===== src/rtl/ram_sp_be.sv =====
// ram_sp_be: parametrised single-port synchronous RAM with per-byte write enables,
// a registered read path and a hardware zero-fill engine.
//
// After reset, and whenever clr is accepted in idle, the engine walks every
// address and writes zero. busy is high for exactly DEPTH cycles while this runs,
// and all accesses are ignored during that time.
//
// Optional build macro RAM_SP_OUTREG_EN: adds a second output register stage,
// so read latency becomes 2 cycles and rvalid moves with the data.
//
// Ports:
//   clk    in   single clock, rising edge
//   rst    in   synchronous active-high reset
//   cs     in   chip select (accepted when busy=0)
//   we     in   1=write, 0=read
//   be     in   per-byte write enables (ignored on reads)
//   addr   in   word address
//   wdata  in   write data
//   clr    in   zero-fill request (sampled only when busy=0; wins over cs)
//   rdata  out  read data, held until the next read completes
//   rvalid out  one-cycle strobe marking a fresh rdata
//   busy   out  zero-fill in progress
module ram_sp_be #(
    parameter int unsigned DATA_WIDTH = 16,
    parameter int unsigned ADDR_WIDTH = 8,
    parameter int unsigned NUM_BYTES  = DATA_WIDTH / 8
) (
    input  logic                  clk,
    input  logic                  rst,
    input  logic                  cs,
    input  logic                  we,
    input  logic [NUM_BYTES-1:0]  be,
    input  logic [ADDR_WIDTH-1:0] addr,
    input  logic [DATA_WIDTH-1:0] wdata,
    input  logic                  clr,
    output logic [DATA_WIDTH-1:0] rdata,
    output logic                  rvalid,
    output logic                  busy
);

    localparam int unsigned DEPTH = 1 << ADDR_WIDTH;
    localparam logic [ADDR_WIDTH-1:0] LAST_ADDR = ADDR_WIDTH'(DEPTH - 1);

    typedef enum logic {StFill, StIdle} state_e;

    state_e                state_q;
    logic [ADDR_WIDTH-1:0] cnt_q;
    logic [DATA_WIDTH-1:0] mem [DEPTH];

    logic acc_ok;
    logic wr_en;
    logic rd_en;
    logic fill_en;

    // clr takes priority over a same-cycle access; nothing is accepted under reset
    assign acc_ok  = (state_q == StIdle) & ~rst & cs & ~clr;
    assign wr_en   = acc_ok & we;
    assign rd_en   = acc_ok & ~we;
    assign fill_en = (state_q == StFill) & ~rst;

    // Control FSM: fill walker and busy flag
    always_ff @(posedge clk) begin
        if (rst) begin
            state_q <= StFill;
            cnt_q   <= '0;
            busy    <= 1'b1;
        end else begin
            unique case (state_q)
                StFill: begin
                    cnt_q <= cnt_q + 1'b1;
                    if (cnt_q == LAST_ADDR) begin
                        state_q <= StIdle;
                        busy    <= 1'b0;
                    end
                end
                StIdle: begin
                    if (clr) begin
                        state_q <= StFill;
                        cnt_q   <= '0;
                        busy    <= 1'b1;
                    end
                end
                default: begin
                    state_q <= StFill;
                    cnt_q   <= '0;
                    busy    <= 1'b1;
                end
            endcase
        end
    end

    // Storage array: no reset so it maps onto RAM; the fill pass initialises it
    always_ff @(posedge clk) begin
        if (fill_en) begin
            mem[cnt_q] <= '0;
        end else if (wr_en) begin
            for (int unsigned i = 0; i < NUM_BYTES; i++) begin
                if (be[i]) begin
                    mem[addr][8*i +: 8] <= wdata[8*i +: 8];
                end
            end
        end
    end

    // First read stage: data held between reads
    logic [DATA_WIDTH-1:0] rd_data_q;
    logic                  rd_valid_q;

    always_ff @(posedge clk) begin
        if (rst) begin
            rd_data_q  <= '0;
            rd_valid_q <= 1'b0;
        end else begin
            rd_valid_q <= rd_en;
            if (rd_en) begin
                rd_data_q <= mem[addr];
            end
        end
    end

`ifdef RAM_SP_OUTREG_EN
    // Second stage: a read already in the pipe completes even if clr is taken
    logic [DATA_WIDTH-1:0] out_data_q;
    logic                  out_valid_q;

    always_ff @(posedge clk) begin
        if (rst) begin
            out_data_q  <= '0;
            out_valid_q <= 1'b0;
        end else begin
            out_valid_q <= rd_valid_q;
            if (rd_valid_q) begin
                out_data_q <= rd_data_q;
            end
        end
    end

    assign rdata  = out_data_q;
    assign rvalid = out_valid_q;
`else
    assign rdata  = rd_data_q;
    assign rvalid = rd_valid_q;
`endif

endmodule


===== config.mk =====
export PLATFORM = sky130hd
export DESIGN_NAME = ram_sp_be
export DESIGN_NICKNAME = d
export VERILOG_FILES = /design/src/rtl/ram_sp_be.sv
export SDC_FILE = /design/constraint.sdc
export NUM_CORES = 2
export LEC_CHECK = 0
export CAP_MARGIN = 20
export CORE_ASPECT_RATIO = 0.9
export CORE_UTILIZATION = 55
export CTS_CLUSTER_DIAMETER = 40
export DETAILED_ROUTE_END_ITERATION = 8
export PLACE_DENSITY = 0.71
export SYNTH_ARGS = -nofsm -noshare
export SYNTH_HDL_FRONTEND = slang
export SYNTH_SLANG_ARGS = --single-unit

===== constraint.sdc =====
create_clock -name clk -period 9.2 [get_ports clk]
set_input_delay 2.76 -clock clk [delete_from_list [all_inputs] [get_ports clk]]
set_output_delay 2.76 -clock clk [all_outputs]
set_load 0.1 [all_outputs]

==> impl_metrics.ini <==
[run_status]
status = completed

[worst_hold_path]
worstHoldPathType = reg2reg
hold_depth = 2
min_to = cnt_q[7]
hp-start = cnt_q[7]

[sta]
period_minus_slack_ps = 6520
hold_violations = 0
worstMarginPinSlew_ps = 1250
fmax_ghz = 0.153
fin_setup_tns_ps = 0
slew_violations = 0
rsz0062_at_grt = false
finalCritPeriodShare_pct = 70.8
finClkSkew_ps = 35.8
finalSetupViolations = 0
maxSlewHeadroom_pct = 16.6

[floorplan]
rows = 187
die_w_um = 572
top_level_ports = 49
fp.dieArea_um2 = 295000
start_util_pct = 55.5
coreArea_um2 = 290000
fp.dieH_um = 515

[critical_path]
crit_chain = clkdlybuf4s50_1, nand4bb_4, or3_1, nor3b_1, a31oi_1, or2_2, nand2b_1, nor2_1
cp-start-kind = input port
cp_slowest_cell = nor2_1
critical_path.top_delay_family = simple AND/OR/NAND/NOR gates
critical_path_required_ps = 9760
r2r_start = state_q
r2r.worst_path.cells = 7
path_class = in2reg
path_buf_inv = 1
critPathArrivalTime_ps = 7070
end_kind = flip-flop
r2r_end = mem[179][6]
worstPathMaxFanout = 17
r2r_slack_ps = 4450
critPathMaxStageDelay_ps = 830

[yosys]
yosysWarnings = 0
syn-mean-instance-area_um2 = 20.4
postSynthCellCount = 7884
synth-main-ff-cell = edfxtp_1
synth-seq-cells = 4123
async_flop_share_pct = 0
synth_edf_count = 4096
ys_seq_area_share_pct = 76.8
synth_area_um2 = 161000
synth_cell_types = 74
synthesis.nets = 7916

[grt]
grt_pass1_wl_mm = 634
grt_use_total_pct = 30.7
antenna_found_initial = 23
grt_max_degree = 148
grt_pass1_vias = 81900
overflow = 0

[routing]
top_layer_used = met5
wl_met3_mm = 65.6
vias = 84200
wire_per_inst_um = 36.4
drt-total-wl_mm = 449
dr.pass1.iters = 7
drt-met1-wl_mm = 164
wl_met2_mm = 200
drtAntennaViolNets = 0
via_per_inst = 6.83
drc = 0
drtIter0Drc = 13600

[clock_network]
ctsHoldBuffers = 0
cts_buffer_depth = 4
cts-root-buf = clkbuf_16
clk_latency_ps = 950
cts-buffers-inserted = 441
htree_num_levels = 5
cts_tree = done
cts_setup_buffers = 0
cts_resized = 0
cts.sinks = 4123
clk_pin_slew_ps = 60

[power]
swShare_pct = 21.2
clkPwrFrac_pct = 45.8
fin_total_pwr_mw = 39.8
power.density_nw_per_um2 = 220
power_frac_seq_pct = 51.2
irDropWorstVdd_mv = 0.194
intPower_mw = 31.3
combinationalPowerShare_pct = 3.1
leakagePower_nw = 62.8
power.switching_mw = 8.44

[placement]
gp_congestion = 0.917
post-dp-hpwl_mm = 271
io_buffers = 48

[finish]
syn2layout_area_growth_pct = 12.5
drive_gt1_share_pct = 22.7
nets = 8100
post-route-util_pct = 62.5
final_common_cell = edfxtp_1
layout_common_cells = 4096 x edfxtp_1, 828 x mux4_2, 592 x nor2_1

[flow_run]
drv_cap = 0
worst min-delay path, cell delays in order (launching register included):
cell     delay (ps)
dfxtp_1         330
nand3_1          70
a21oi_1          60
registers in the layout, summed over array words and instances (netlist names):
register and flops:
busy 1, cnt_q 8, mem 4096, rdata 16, rvalid 1, state_q 1
kinds of logic after synthesis:
kind of cell	Yosys count	share of synthesized area [%]
compound gates	795	3.47
xor+xnor	2	0.0109
fa+ha+maj	1	0.00778
buf+inv	557	1.95
flops	4123	76.8
mux	1343	14.8
simple gates	1063	2.94
worst max path at each step:
stage	cells past startpoint	endpoint	startpoint	slack [ps]
floorplan	6	mem[0][10]	we	1260
global placement	9	rdata[7]	addr[5]	1780
detailed placement	8	mem[179][5]	clr	1850
CTS	8	mem[179][6]	clr	2810
global route	8	mem[179][6]	clr	2500
finish	8	mem[179][6]	clr	2680
routing by layer:
metal | global-route usage (%) | vias to the layer above
met5 | 0 | -
met2 | 44.3 | 6678
li1 | - | 33100
met1 | 43.8 | 43500
met3 | 9.50 | 953
met4 | 12.2 | 2
stage by stage:
stage,std cells,setup slack [ps],instance area (um2),hold WS (ps)
2_1_floorplan,7884,1260,161000,470
3_3_place_gp,11500,1780,166000,493
3_5_place_dp,11500,1850,166000,495
4_1_cts,12300,2810,181000,503
5_1_grt,12300,2500,181000,530
6_report,12300,2680,181000,506
final cells by class:
class	instances	area [um2]
tap	3874	4850
clock buffer	504	11400
inverter	9	46.3
antenna	21	52.6
fill	19300	109000
multi-input combinational	3204	34400
timing repair buffer	289	3070
sequential	4123	124000
clock inverter	305	3520
cell usage after synthesis (10+ instances only):
cell type,instances,area share (%)
nor2_1,597,1.4
o22ai_1,133,0.52
a22o_1,18,0.098
or3_1,10,0.039
a22oi_1,114,0.53
nand4_1,18,0.070
o211ai_1,15,0.070
nand2_1,122,0.28
a31oi_1,45,0.18
and3_1,14,0.054
nor2b_1,17,0.066
edfxtp_1,4096,76
a2111oi_0,16,0.087
buf_1,36,0.084
buf_4,79,0.37
or2_1,24,0.093
mux2i_1,486,3.0
nor3_1,40,0.12
or2_2,12,0.047
clkbuf_1,192,0.45
nand2b_1,47,0.18
and2_1,35,0.14
nand3_1,97,0.30
buf_2,171,0.53
a211oi_1,23,0.11
o221ai_1,131,0.71
buf_6,66,0.46
o21ai_0,80,0.25
mux2_2,29,0.20
a221oi_1,28,0.15
a21oi_1,113,0.35
dfxtp_1,27,0.34
mux4_2,828,12
power by group through the flow:
stage | registers (mW) | logic [mW] | clock network, mW
finish | 20.3 | 1.21 | 18.2
global route | 20.3 | 1.23 | 19.0
CTS | 20.3 | 1.19 | 18.2
detailed placement | 20.7 | 1.18 | 0
global placement | 20.7 | 1.18 | 0
floorplan | 20.7 | 0.741 | 0
No activity file was read; power rests on OpenSTA's default activity.
